## src/rtl/imem_loader.sv

```systemverilog
// imem_loader: byte-serial instruction-memory loader.
// Collects 8-byte frames (ADDR_HI, ADDR_LO, data bytes MSB first, XOR checksum)
// from an asynchronous pad strobe and issues one imem write per verified frame.
module imem_loader #(
  parameter int ADDR_WIDTH  = 10,
  parameter int INSTR_WIDTH = 40,
  parameter int BYTE_WIDTH  = 8
) (
  input  logic                   clk_int,
  input  logic                   reset,
  input  logic                   load_mode,
  input  logic                   byte_strobe,
  input  logic [BYTE_WIDTH-1:0]  byte_in,
  output logic                   imem_write,
  output logic [ADDR_WIDTH-1:0]  imem_write_adr,
  output logic [INSTR_WIDTH-1:0] imem_in,
  output logic                   core_hold,
  output logic                   load_busy,
  output logic                   load_error,
  output logic [ADDR_WIDTH-1:0]  frame_count
);

  localparam int DATA_BYTES = INSTR_WIDTH / BYTE_WIDTH;
  localparam int CNT_W      = $clog2(DATA_BYTES + 1);
  localparam logic [CNT_W-1:0]      CNT_LAST = CNT_W'(DATA_BYTES - 1);
  localparam logic [CNT_W-1:0]      CNT_DEC  = CNT_W'(1);
  localparam logic [ADDR_WIDTH-1:0] FC_INC   = ADDR_WIDTH'(1);

  localparam logic [2:0] S_IDLE    = 3'd0;
  localparam logic [2:0] S_ADDR_HI = 3'd1;
  localparam logic [2:0] S_ADDR_LO = 3'd2;
  localparam logic [2:0] S_DATA    = 3'd3;
  localparam logic [2:0] S_CHECK   = 3'd4;

  logic                   lm_s1, lm_s2, lm_s3;
  logic                   st_s1, st_s2, st_s3;
  logic                   take_p1;
  logic [BYTE_WIDTH-1:0]  cap_p1;
  logic [2:0]             state;
  logic [CNT_W-1:0]       cnt;
  logic [BYTE_WIDTH-1:0]  xsum;
  logic [ADDR_WIDTH-1:0]  addr_sh;
  logic [INSTR_WIDTH-1:0] data_sh;
  logic                   lm_rise, lm_fall, strobe_rise;

  assign lm_rise     = lm_s2 & ~lm_s3;
  assign lm_fall     = ~lm_s2 & lm_s3;
  assign strobe_rise = st_s2 & ~st_s3;

  // Two-flop synchronisers plus a third flop for edge detection on both pads
  always_ff @(posedge clk_int or posedge reset) begin
    if (reset) begin
      lm_s1 <= 1'b0;
      lm_s2 <= 1'b0;
      lm_s3 <= 1'b0;
      st_s1 <= 1'b0;
      st_s2 <= 1'b0;
      st_s3 <= 1'b0;
    end else begin
      lm_s1 <= load_mode;
      lm_s2 <= lm_s1;
      lm_s3 <= lm_s2;
      st_s1 <= byte_strobe;
      st_s2 <= st_s1;
      st_s3 <= st_s2;
    end
  end

  // Capture stage: one-cycle take pulse with the byte latched alongside it
  always_ff @(posedge clk_int or posedge reset) begin
    if (reset) begin
      take_p1 <= 1'b0;
      cap_p1  <= '0;
    end else begin
      take_p1 <= strobe_rise;
      if (strobe_rise) cap_p1 <= byte_in;
    end
  end

  // Frame sequencer: assembles shadow address/data, checks XOR, issues the write
  always_ff @(posedge clk_int or posedge reset) begin
    if (reset) begin
      state          <= S_IDLE;
      cnt            <= '0;
      xsum           <= '0;
      addr_sh        <= '0;
      data_sh        <= '0;
      imem_write     <= 1'b0;
      imem_write_adr <= '0;
      imem_in        <= '0;
      load_error     <= 1'b0;
      frame_count    <= '0;
    end else begin
      imem_write <= 1'b0;
      if (lm_fall) begin
        // Abort wins over a simultaneous take; a partial frame is an error
        if (load_busy) load_error <= 1'b1;
        state <= S_IDLE;
      end else if (state == S_IDLE) begin
        if (lm_rise) begin
          state       <= S_ADDR_HI;
          load_error  <= 1'b0;
          frame_count <= '0;
        end
      end else if (take_p1) begin
        case (state)
          S_ADDR_HI: begin
            addr_sh[ADDR_WIDTH-1:BYTE_WIDTH] <= cap_p1[ADDR_WIDTH-BYTE_WIDTH-1:0];
            xsum  <= cap_p1;
            state <= S_ADDR_LO;
          end
          S_ADDR_LO: begin
            addr_sh[BYTE_WIDTH-1:0] <= cap_p1;
            xsum  <= xsum ^ cap_p1;
            cnt   <= CNT_LAST;
            state <= S_DATA;
          end
          S_DATA: begin
            data_sh <= {data_sh[INSTR_WIDTH-BYTE_WIDTH-1:0], cap_p1};
            xsum    <= xsum ^ cap_p1;
            if (cnt == '0) state <= S_CHECK;
            else           cnt   <= cnt - CNT_DEC;
          end
          S_CHECK: begin
            if (cap_p1 == xsum) begin
              imem_write     <= 1'b1;
              imem_write_adr <= addr_sh;
              imem_in        <= data_sh;
              frame_count    <= frame_count + FC_INC;
            end else begin
              load_error <= 1'b1;
            end
            state <= S_ADDR_HI;
          end
          default: state <= S_IDLE;
        endcase
      end
    end
  end

  // Status decode from the registered state and synced session level
  always_comb begin
    load_busy = (state == S_ADDR_LO) || (state == S_DATA) || (state == S_CHECK);
    core_hold = lm_s2 || (state != S_IDLE);
  end

endmodule

```

## config.mk

```make
export PLATFORM = sky130hd
export DESIGN_NAME = imem_loader
export DESIGN_NICKNAME = d
export VERILOG_FILES = /design/src/rtl/imem_loader.sv
export SDC_FILE = /design/constraint.sdc
export NUM_CORES = 1
export LEC_CHECK = 0
export ABC_CLOCK_PERIOD_IN_PS = 5760
export CAP_MARGIN = 10
export CORE_UTILIZATION = 55
export DETAILED_ROUTE_END_ITERATION = 12
export HOLD_SLACK_MARGIN = 0.03
export PLACE_DENSITY_LB_ADDON = 0.2
export SYNTH_ARGS = -nofsm -noshare
export SYNTH_HDL_FRONTEND = slang
export SYNTH_SLANG_ARGS = --single-unit
```

## constraint.sdc

```tcl
create_clock -name clk_int -period 5.76 [get_ports clk_int]
set_input_delay 0.864 -clock clk_int [delete_from_list [all_inputs] [get_ports clk_int]]
set_output_delay 0.864 -clock clk_int [all_outputs]
set_load 0.02 [all_outputs]
```

==> flow_metrics.tcl <==
set metrics [dict create \
    hold_buffers 0 \
    crit_fanout 13 \
    clk_latency_ns 0.53 \
    instances_no_fill 619 \
    num_vias 3491 \
    cts.sinks 141 \
    hold_violations 0 \
    routed_wl_um 10600 \
    netlist_instances 399 \
    first_pass_iters 7 \
    first_iter_violations 159 \
    cts_buffer_depth 2 \
    synth_commonest_cells "dfrtp_1, mux2_2, nor2_1" \
    status "finished clean" \
    dp_slack_ns 2.75 \
    use_met2_pct 34.3 \
    cap_violations 0 \
    avgViaCountPerCell 5.64 \
    yosysTopAreaCell "dfrtp_1" \
    slowest_delay_ns 0.63 \
    placed_cells 589 \
    switching_share_pct 24.9 \
    seqPwrFrac_pct 43.3 \
    fin_setup_tns_ns 0 \
    wire_per_inst_um 17.1 \
    path_buf_inv 1 \
    clkPwrFrac_pct 42.7 \
    setup_viol 0 \
    first_global_vias 3549 \
    die_w_um 104 \
    worst_pin_slew_ns 1.14 \
    met3_usage_pct 7.46 \
    postLayoutCoreUtil_pct 73.2 \
    finalCriticalPeriod_ns 3.12 \
    p_leak_nw 3.34 \
    grt_pass1_wl_um 18400 \
    cts_tree "built" \
    clk_pin_slew_ns 0.06 \
    grt-ovfl-total 0 \
    root_buffer "clkbuf_8" \
    ys_types 39 \
    p_per_area_nw_per_um2 424 \
    nets 492 \
    portBuffers 75 \
    place.gp.congestion 0.801 \
    min_period_over_period_pct 54.2 \
    drv_slew 0 \
    antenna_found_initial 0 \
    rows 36 \
    critPathKind "flop to primary output" \
    synthTopCellsByArea "dfrtp_1, mux2_2, xnor2_1" \
    postLayoutCellArea_um2 7260 \
    io-pin-count 76 \
    worstSetupStartpointType "flop" \
    rsz0062_at_grt "false" \
    fmax_mhz 320 \
    skew_ns 0.0107 \
    critical_path.startpoint "state[1]" \
    setup_ws_ns 2.64 \
    synth.cell_area_um2 5720 \
    start_util_pct 57.7 \
    synthToLayoutAreaGrowth_pct 26.9 \
    r2r-start "lm_s2" \
    floorplan.die_area_um2 10800 \
    cp.required_ns 4.90 \
    post_cts_buffers 0 \
    drc_errors 0 \
    ys_seq_area_share_pct 61.7 \
    final.fill_count 648 \
    ant_nets 0 \
    yosys.area.top_type_share_pct 61.7 \
    irDropWorstVdd_uv 233 \
    async_flop_share_pct 100 \
    synth.most_common_cell "dfrtp_1" \
    cp-end-kind "primary output" \
    worstHoldStart "st_s1" \
    hpwlAfterDp_um 6510 \
    use_met1_pct 29.0 \
    min_path_type "flop to flop" \
    gr-max-usage-layer "met2" \
    avgSynthCellArea_um2 14.3 \
    p_sw_w 0.000767 \
    slew_headroom_pct 23.7 \
    htree_num_levels 4 \
    grt_max_degree 106 \
    ys_seq_elements 141 \
    synth_edf_count 0 \
    cts_buffers 17 \
    cp_slowest_cell "clkdlybuf4s50_1" \
    critPathTopFamily "buffers and inverters" \
    die_y_um 104 \
    drive_gt1_share_pct 30.2 \
    n_antenna_cell 0 \
    crit_arrival_ns 2.26 \
    syn_nets 416 \
    crit_chain "or2_0 > o21ai_0 > clkdlybuf4s50_1" \
    comb_power_share_pct 14.1 \
    yosysWarnings 0 \
    cts_resized 0 \
    p_int_w 0.00231 \
    dominantRegCellSynth "dfrtp_1" \
    grt.total_usage_pct 22.0 \
    coreArea_um2 9910 \
    dpl_cell_area_um2 6550 \
]
==> cells by family (layout without fill, tap and decap cells) <==
logic type	count (synthesis)	count (layout)	synth area share, %
compound gates	45	45	5.80
buf+inv	28	115	2.56
flops	141	141	61.7
mux	109	109	21.5
xor+xnor	11	11	1.68
simple gates	60	60	5.69
fa+ha+maj	5	5	1.09
==> registers in the layout (all words and copies together) (netlist names) <==
name	cells
addr_sh	10
cap_p1	8
cnt	3
data_sh	40
frame_count	10
imem_in	40
imem_write	1
imem_write_adr	10
lm_s1	1
lm_s2	1
lm_s3	1
load_error	1
st_s1	1
st_s2	1
st_s3	1
state	3
take_p1	1
xsum	8
==> through the flow <==
stage                     total power, W  hold slack, ns
after global routing             0.00322           0.374
after detailed placement         0.00177           0.335
after floorplan                  0.00164           0.331
after CTS                        0.00310           0.348
after global placement           0.00174           0.338
final                            0.00308           0.347
==> per-layer routing <==
metal  vias to the layer above  share of wire (%)
li1                       1592                  -
met1                      1803                 44
met2                        84                 50
met3                        12                4.6
met4                         0                1.1
met5                         -                  0
==> power groups by stage <==
stage / sequential [W] / clock, W / combinational (W)
final: 0.00133 / 0.00131 / 0.000433
after CTS: 0.00133 / 0.00133 / 0.000438
after detailed placement: 0.00134 / 0 / 0.000430
after global routing: 0.00136 / 0.00138 / 0.000477
after global placement: 0.00133 / 0 / 0.000411
after floorplan: 0.00127 / 0 / 0.000368
==> layout by cell type, fill, tap and decap left out, types with 4 or more instances in the layout <==
| cell type | n |
|---|---|
| clkdlybuf4s50_1 | 75 |
| o21ai_0 | 4 |
| a221o_1 | 4 |
| nor3_1 | 4 |
| nor2_1 | 13 |
| clkbuf_16 | 16 |
| dfrtp_1 | 141 |
| a21oi_1 | 12 |
| ha_1 | 5 |
| bufinv_16 | 9 |
| xnor2_1 | 11 |
| a22o_1 | 5 |
| inv_1 | 7 |
| nor2b_1 | 4 |
| nand2_1 | 8 |
| and3_1 | 5 |
| nand3_1 | 10 |
| mux2_2 | 109 |
| a311oi_1 | 9 |
==> path summary, 6_finish.rpt <==
path                               endpoint  slack, ns  depth (start not counted)
worst max-delay path              load_busy       2.64                          3
worst min-delay path                  st_s2       0.35                          0
worst max register to register  imem_in[14]       2.74                          7
worst min register to register        st_s2       0.35                          0
max in group asynchronous       imem_in[28]       3.82                          3
min in group asynchronous       imem_in[38]       0.88                          2
==> final cells by class <==
| cell class | count | area (µm²) | share of cell area (%) |
|---|---|---|---|
| Sequential cell | 141 | 3530 | 48.6 |
| Multi-Input combinational cell | 230 | 2050 | 28.3 |
| Timing Repair Buffer | 77 | 766 | 10.6 |
| Clock buffer | 18 | 418 | 5.76 |
| Clock inverter | 12 | 292 | 4.02 |
| Tap cell | 133 | 166 | 2.29 |
| Inverter | 8 | 35.0 | 0.483 |
Power figures use the tool's default switching activity.
